`config.mk`:
```
export PLATFORM = sky130hd
export DESIGN_NAME = pu_result_packer
export DESIGN_NICKNAME = d
export VERILOG_FILES = /design/src/rtl/pu_result_packer.sv
export SDC_FILE = /design/constraint.sdc
export NUM_CORES = 1
export LEC_CHECK = 0
export ABC_AREA = 1
export CORE_MARGIN = 5
export CORE_UTILIZATION = 62
export DETAILED_ROUTE_END_ITERATION = 8
export HOLD_SLACK_MARGIN = 0.03
export PLACE_DENSITY = 0.84
export SETUP_SLACK_MARGIN = 0.5
export SYNTH_ARGS = -nofsm -noshare
export SYNTH_HDL_FRONTEND = slang
export SYNTH_SLANG_ARGS = --single-unit
export TNS_END_PERCENT = 100
```
`constraint.sdc`:
```
create_clock -name clk -period 4.7 [get_ports clk]
set_input_delay 0.94 -clock clk [delete_from_list [all_inputs] [get_ports clk]]
set_output_delay 0.94 -clock clk [all_outputs]
set_load 0.01 [all_outputs]
```
`src/rtl/pu_result_packer.sv`:
```
// Result packer downstream of pu: buffers 32-bit results in a FIFO and packs
// PACK consecutive words into one wide valid/ready beat. A flush request
// pushes out any partial beat with a keep mask and tags the final beat o_last.
module pu_result_packer #(
    parameter int DEPTH = 8,
    parameter int PACK  = 4
) (
    input  logic                       clk,
    input  logic                       rst_n,
    input  logic [31:0]                i_data,
    input  logic                       i_dv,
    output logic                       o_rdy,
    input  logic                       flush,
    output logic [PACK*32-1:0]         o_data,
    output logic [PACK-1:0]            o_keep,
    output logic                       o_last,
    output logic                       o_dv,
    input  logic                       i_rdy,
    output logic [15:0]                o_count,
    output logic [$clog2(DEPTH+1)-1:0] o_level
);

    localparam int LW  = $clog2(DEPTH + 1);
    localparam int PW  = $clog2(DEPTH);
    localparam int FCW = $clog2(PACK + 1);

    logic [31:0]    mem [DEPTH];
    logic [PW-1:0]  wr_ptr, rd_ptr;
    logic [LW-1:0]  level, level_nxt;
    logic [31:0]    slot [PACK];
    logic [FCW-1:0] fc;
    logic           flush_pending;
    logic           rdy_en;

    logic fifo_full, fifo_empty;
    logic accept, pop, handshake;
    logic full_beat, part_beat;
    logic fp_set, fp_clr;

    // Handshake and pack-register control, all derived from registered state
    always_comb begin
        fifo_full  = (level == LW'(DEPTH));
        fifo_empty = (level == '0);
        // rdy_en keeps o_rdy low through reset and for the first cycle after it
        o_rdy      = rdy_en && !fifo_full && !flush_pending;
        accept     = i_dv && o_rdy;
        pop        = !fifo_empty && (fc < FCW'(PACK)) && !o_dv;
        handshake  = o_dv && i_rdy;
        level_nxt  = level + LW'(accept) - LW'(pop);
        full_beat  = pop && (fc == FCW'(PACK - 1));
        // pop is impossible when the FIFO is empty, so the two beat kinds are exclusive
        part_beat  = flush_pending && fifo_empty && (fc != '0) &&
                     (fc < FCW'(PACK)) && !o_dv;
        fp_set     = flush && !flush_pending;
        // Clear after the o_last beat, or when nothing at all is left to drain
        fp_clr     = (handshake && o_last) ||
                     (flush_pending && !o_dv && (fc == '0) && fifo_empty);
    end

    // Output view of the pack register; slots beyond fc are always zero
    always_comb begin
        o_data  = '0;
        o_keep  = '0;
        o_level = level;
        for (int k = 0; k < PACK; k++) begin
            o_data[32*k +: 32] = slot[k];
            o_keep[k]          = o_dv && (fc > FCW'(k));
        end
    end

    // FIFO storage, pointers, occupancy and accepted-word counter
    always_ff @(posedge clk or negedge rst_n) begin
        if (!rst_n) begin
            for (int i = 0; i < DEPTH; i++) mem[i] <= '0;
            wr_ptr  <= '0;
            rd_ptr  <= '0;
            level   <= '0;
            o_count <= '0;
            rdy_en  <= 1'b0;
        end else begin
            rdy_en <= 1'b1;
            if (accept) begin
                mem[wr_ptr] <= i_data;
                wr_ptr      <= wr_ptr + 1'b1;
                o_count     <= o_count + 16'd1;
            end
            if (pop) rd_ptr <= rd_ptr + 1'b1;
            level <= level_nxt;
        end
    end

    // Pack register doubles as the output register; fills slot fc on each pop
    always_ff @(posedge clk or negedge rst_n) begin
        if (!rst_n) begin
            for (int k = 0; k < PACK; k++) slot[k] <= '0;
            fc     <= '0;
            o_dv   <= 1'b0;
            o_last <= 1'b0;
        end else if (handshake) begin
            for (int k = 0; k < PACK; k++) slot[k] <= '0;
            fc     <= '0;
            o_dv   <= 1'b0;
            o_last <= 1'b0;
        end else begin
            if (pop) begin
                for (int k = 0; k < PACK; k++)
                    if (fc == FCW'(k)) slot[k] <= mem[rd_ptr];
                fc <= fc + 1'b1;
            end
            if (full_beat) begin
                o_dv <= 1'b1;
                // Last only if a flush is (or is becoming) pending and nothing remains queued
                o_last <= (flush_pending || fp_set) && (level_nxt == '0);
            end else if (part_beat) begin
                o_dv   <= 1'b1;
                o_last <= 1'b1;
            end
        end
    end

    // Flush request latch; a second request while pending is ignored
    always_ff @(posedge clk or negedge rst_n) begin
        if (!rst_n)      flush_pending <= 1'b0;
        else if (fp_clr) flush_pending <= 1'b0;
        else if (fp_set) flush_pending <= 1'b1;
    end

endmodule

```
==> out/summary.txt, run 1 <==
status: finished clean
vias in the first global route: 16395
Die Y: 186.7 µm
Leak: 11.21 nW
Starting Density: 0.6310
core area: 30670 µm²
TritonCTS Buffers: 43
crit path from: fc[0]
dpl hpwl: 31.68 mm
FP Rows: 64
WL/cell: 18.22 µm
Max clock buf depth: 3
Setup CP Type: register to output pin
final hold violations: 0
worst-skew pair later-pin latency: 0.56 ns
Avg Inst Size Synth: 8.165 µm²
Yosys cell types: 33
setup violators final: 0
Pre-Repair DR Iteration Count: 6
RSZ-0062 raised after global routing: no
top cells by area, synth: dfrtp_1, nand2_1, inv_1
CTS tree: built
crit-path most repeated cell: ha_1
synthesized instance count: 2370
Via density: 5.814
Syn Nets: 2421
reg-to-reg startpoint: rd_ptr[0]
Clock Sink Count: 417
flop and latch count out of synthesis: 417
layout cell share with drive strength beyond 1: 0.05866
Worst-Margin Slew: 1.053 ns
post-CTS sizing: 0
H-Tree Level Count: 2
CTS root buf: clkbuf_16
placed cell areas: 21180 µm²
Max stage delay on crit path: 0.58 ns
design area: 22600 µm²
vias: 16978
Hold Startpoint: o_data[110]
Fillers: 2203
Post-Route WL: 53.20 mm
sequential cell area fraction in the yosys report: 0.5392
Non-Filler Instances: 2920
clk slew on worst S/H paths: 0.06 ns
final worst-path cycle share: 0.6645
largest net degree at the start of global routing: 119
Post-synth top cells: nand2_1, dfrtp_1, inv_1, nand3_1, o21ai_0
pwr dens: 666.5 nW/µm²
Synth Flop Type: dfrtp_1
fmax: 320.2 MHz
post-CTS setup buffers: 0
Die W: 186.7 µm
Die ar.: 34840 µm²
most common cell in the netlist: nand2_1
grt total ovfl: 0
required time worst endpoint: 3.76 ns
Slew Viols, Final: 0
number of synthesized flops with an enable pin: 0
initial drt markers: 1971
I/O Pins: 192
Worst Hold Class: register to register
worst path arrival time: 2.18 ns
Max Cap Viol: 0
fin nets: 2540
Final Util: 0.7369
top-area cell type share of the netlist area: 0.5392
crit-path cells: ha_1, ha_1, nor3_1, clkdlybuf4s50_1
CTS Hold Buffers Added: 0
VDD IR max: 0.0003420 V
placed instance count: 2840
worst rel slew slack: 0.2964
total global routing track utilization: 0.2999
CP startpoint kind: register
Syn-to-layout area delta: 16.79%
CP max stage cell: clkdlybuf4s50_1
IO buf count: 191
mapped cell area: 19350 µm²
first-pass GRT wire length: 86.92 mm
placer's final routability congestion estimate: 0.8361
Synth Warn #: 0
post-route minimum period: 3.123 ns
Synth area leader: dfrtp_1
antenna viol nets, final: 0
endpoint class of the critical path: output pin
asr flop ratio synth: 1.000
critical path fanouts, max: 4
# DRC: 0
Setup Skew: 0.02206 ns
Fin Setup TNS: 0 ns
antenna violations before repair: 1
==> per-layer routing <==
metal,wire length (µm),up-vias,GRT usage
li1,-,7778,-
met1,21460,8166,0.4231
met2,25140,923,0.4790
met3,5434,111,0.06222
met4,1164,0,0.08352
met5,0,-,0
==> power breakdown <==
part / internal (W) / switching [W]
clock network: 0.00201 / 0.00140
registers: 0.00478 / 0.000892
logic: 0.00223 / 0.00375
==> registers in the layout, indices dropped and copies added (netlist names) <==
name           count
rd_ptr             3
o_data           128
rdy_en             1
o_last             1
o_count           16
wr_ptr             3
flush_pending      1
o_dv               1
fc                 3
o_level            4
mem              256
==> logic make-up after synthesis <==
logic type,Yosys count,share of synthesized area
and+or+nand+nor,1255,0.2771
DFF,417,0.5392
buffers and inverters,403,0.09304
AOI/OAI and AO/OA,267,0.07507
adders and majority gates,14,0.009440
xor gates and xnor gates,13,0.005884
other,1,0.0001938
==> layout by cell type (no fill, tap or decap), types with 4 or more instances in the layout <==
cell,n
dfrtp_1,414
buf_4,16
nand2_1,897
o21ai_1,66
nand2_2,7
clkbuf_16,43
xor2_1,10
clkinv_2,9
o21ai_0,165
nand4_1,132
o21ai_2,30
clkbuf_1,10
inv_1,259
ha_1,13
clkdlybuf4s50_1,190
inv_2,5
nor2_1,31
buf_12,4
nand3_1,174
clkbuf_8,13
==> path summary, 6_finish.rpt <==
kind	endpoint	cells after the start	slack, ns
min in group asynchronous	mem[135]	1	0.50
hold reg to reg	o_data[110]	2	0.48
setup / recovery	o_keep[3]	4	1.58
hold / removal	o_data[110]	2	0.48
setup reg to reg	o_data[120]	8	1.63
max in group asynchronous	mem[84]	2	3.17
==> layout make-up <==
class / count / area [µm²] / area share
sequential: 417 / 10440 / 0.4620
clock buffer: 66 / 1292 / 0.05719
multi-input combinational: 1550 / 7123 / 0.3152
inverter: 266 / 1002 / 0.04434
tap: 396 / 495.5 / 0.02192
antenna: 1 / 2.502 / 0.0001107
clock inverter: 13 / 126.4 / 0.005592
timing repair buffer: 211 / 2117 / 0.09367
==> worst max-delay path, delay by kind of cell (launching register included) <==
kind          cells  cell delay [ns]
flops             1             0.43
buf+inv           1             0.58
simple gates      1             0.21
fa+ha+maj         2             0.43
==> stage by stage <==
stage | power, W | setup slack, ns | hold slack (ns)
2_1_floorplan | 0.009085 | 1.973 | 0.4529
3_3_place_gp | 0.01125 | 1.292 | 0.4626
3_5_place_dp | 0.01153 | 1.244 | 0.4662
4_1_cts | 0.01498 | 1.592 | 0.4821
5_1_grt | 0.01598 | 1.456 | 0.4940
6_report | 0.01506 | 1.577 | 0.4797
Note: power is estimated with default switching activity, not from simulation.
==> run 2: changes to the inputs <==
--- a/config.mk
+++ b/config.mk
@@ -7,10 +7,10 @@
 export LEC_CHECK = 0
 export ABC_AREA = 1
 export CORE_MARGIN = 5
-export CORE_UTILIZATION = 62
+export CORE_UTILIZATION = 57
 export DETAILED_ROUTE_END_ITERATION = 8
 export HOLD_SLACK_MARGIN = 0.03
-export PLACE_DENSITY = 0.84
+export PLACE_DENSITY = 0.78
 export SETUP_SLACK_MARGIN = 0.5
 export SYNTH_ARGS = -nofsm -noshare
 export SYNTH_HDL_FRONTEND = slang
==> constraint.sdc (replaced) <==
create_clock -name clk -period 3.2 [get_ports clk]
set_input_delay 0.64 -clock clk [delete_from_list [all_inputs] [get_ports clk]]
set_output_delay 0.64 -clock clk [all_outputs]
set_load 0.01 [all_outputs]
==> out/summary.txt, run 2 (synthesis gave the netlist of run 1 again) <==
largest net degree at the start of global routing: 130 (was 119)
most common cell after layout, fill and taps aside: nand2_1 (unchanged)
critical path fanouts, max: 4 (unchanged)
status: finished clean (unchanged)
Sw Share: 0.3947 (was 0.4014)
Reg with most FFs: mem (unchanged)
design area: 22950 µm² (was 22600 µm²)
# DRC: 0 (unchanged)
Leak: 11.37 nW (was 11.21 nW)
max reg flops: 256 (unchanged)
Worst-Margin Slew: 0.9302 ns (was 1.053 ns)
Min Hold Slack: 0.05505 ns (was 0.4797 ns)
Post-Route WL: 51.99 mm (was 53.20 mm)
Pre-Repair DR Iteration Count: 7 (was 6)
R2R Setup Slk: 0.71 ns (was 1.63 ns)
initial drt markers: 1395 (was 1971)
CTS Hold Buffers Added: 0 (unchanged)
Gate power share: 0.408 (was 0.397)
placed instance count: 2907 (was 2840)
Non-Filler Instances: 2984 (was 2920)
final worst-path cycle share: 0.8153
fmax: 383.3 MHz
TritonCTS Buffers: 43 (unchanged)
FP Rows: 67 (was 64)
Die W: 194.3 µm (was 186.7 µm)
Slew Viols, Final: 0 (unchanged)
placer's final routability congestion estimate: 0.8850 (was 0.8361)
Fin Setup TNS: 0 ns (unchanged)
r2r worst-path depth: 18 (was 8)
IO buf count: 191 (unchanged)
worst path arrival time: 1.97 ns (was 2.18 ns)
Worst R2R End: o_last (was o_data[120])
Die ar.: 37740 µm² (was 34840 µm²)
total global routing track utilization: 0.2728 (was 0.2999)
Setup Skew: 0.02136 ns (was 0.02206 ns)
antenna viol nets, final: 0 (unchanged)
final hold violations: 0 (unchanged)
Max clock buf depth: 3 (unchanged)
Setup CP Type: register to output pin (unchanged)
I/O Pins: 192 (unchanged)
clk slew on worst S/H paths: 0.06 ns (about the same)
post-route minimum period: 2.609 ns
Syn-to-layout area delta: 18.59% (was 16.79%)
fin nets: 2557 (was 2540)
H-Tree Level Count: 2 (unchanged)
reg-to-reg startpoint: o_level[2] (was rd_ptr[0])
vias in the first global route: 16071 (was 16395)
pwr dens: 968.8 nW/µm² (was 666.5 nW/µm²)
VDD IR max: 0.0004639 V (was 0.0003420 V)
vias: 16690 (was 16978)
dpl hpwl: 32.32 mm (was 31.68 mm)
Psw: 0.008774 W (was 0.006047 W)
CP startpoint kind: register (unchanged)
share of power burned in registers: 0.365 (was 0.377)
Clock Sink Count: 417 (unchanged)
Starting Density: 0.5771 (was 0.6310)
layout cell share with drive strength beyond 1: 0.06388 (was 0.05866)
CTS tree: built (unchanged)
Via density: 5.593 (was 5.814)
WL/cell: 17.42 µm (was 18.22 µm)
Max Cap Viol: 0 (unchanged)
RSZ-0062 raised after global routing: yes (was no)
Fillers: 2615 (was 2203)
worst-skew pair later-pin latency: 0.55 ns (was 0.56 ns)
setup violators final: 0 (unchanged)
antenna violations before repair: 0 (was 1)
required time worst endpoint: 2.56 ns (was 3.76 ns)
# diodes: 0 (was 1)
grt total ovfl: 0 (unchanged)
Clk pwr share: 0.227 (was 0.226)
placed cell areas: 21480 µm² (was 21180 µm²)
CTS root buf: clkbuf_16 (unchanged)
first-pass GRT wire length: 85.04 mm (was 86.92 mm)
core area: 33530 µm² (was 30670 µm²)
worst rel slew slack: 0.3799 (was 0.2964)
Worst Hold Class: primary input to asynchronous set/reset pin (was register to register)
internal power: 0.01346 W (was 0.009016 W)
Die Y: 194.3 µm (was 186.7 µm)
commonest cells after routing, fill and taps aside: nand2_1, dfrtp_1, inv_1 (unchanged)
endpoint class of the critical path: output pin (unchanged)
[run 2: cell count changes in the layout (fill, tap and decap cells not counted), sizes merged, moves of 2 or more]
cell           previous run  this run
clkdlybuf4s50           190       187
dlygate4sd2               0         2
clkbuf                   66        64
bufinv                    2         4
clkinv                    9         7
inv                     268       266
buf                      21        38
[run 2: worst max-delay path, cell delays in order (launching register included)]
cell	delay [ns]
dfrtp_1	0.38
inv_1	0.10
ha_1	0.22
a21oi_2	0.18
clkdlybuf4s50_1	0.56
[run 2: worst max-delay path by stage]
| stage | start | to | slack, ns | depth (start not counted) |
|---|---|---|---|---|
| 2_1_floorplan | o_level[2] | o_last | 0.68 | 18 |
| 3_3_place_gp | i_dv | o_last | 0.38 | 15 |
| 3_5_place_dp | i_dv | o_last | 0.38 | 15 |
| 4_1_cts | o_level[2] | o_last | 0.51 | 18 |
| 5_1_grt | o_level[1] | o_last | 0.46 | 17 |
| 6_report | fc[1] | o_keep[1] | 0.59 | 4 |
[run 2: per-stage QoR]
stage / worst slack (ns) / total power (W) / util
after global routing: 0.4632 / 0.02365 / 0.6844
after CTS: 0.5084 / 0.02214 / 0.6831
final: 0.5911 / 0.02223 / 0.6844
after floorplan: 0.6830 / 0.01334 / -
after global placement: 0.3841 / 0.01669 / 0.6406
after detailed placement: 0.3786 / 0.01703 / 0.6406
[run 2: layout make-up]
class,count,area [µm²],share of cell area
Sequential cell,417,10440,0.4549
Tap cell,448,560.5,0.02443
Multi-Input combinational cell,1550,7159,0.3120
Timing Repair Buffer,228,2370,0.1033
Inverter,266,1002,0.04367
Clock buffer,64,1246,0.05430
Clock inverter,11,170.2,0.007415
[run 2: power by group through the flow]
stage	Clock [W]	Sequential, W	Combinational (W)
2_1_floorplan	0	0.00825	0.00510
3_3_place_gp	0	0.00810	0.00859
3_5_place_dp	0	0.00816	0.00887
4_1_cts	0.00510	0.00809	0.00896
5_1_grt	0.00532	0.00829	0.0100
6_report	0.00504	0.00811	0.00908
[run 2: timing repair]
item,in CTS,in global routing
gates resized for setup,4,8
pin swaps,0,3
buffers inserted,1,1
setup endpoints to repair,4,3
[run 2: per-layer routing]
metal | global-route usage | up-vias | routed length, µm
met3 | 0.05526 | 109 | 4489
met4 | 0.08594 | 0 | 1456
met2 | 0.4310 | 739 | 23700
met1 | 0.3848 | 8037 | 22350
met5 | 0 | - | 0
li1 | - | 7805 | -
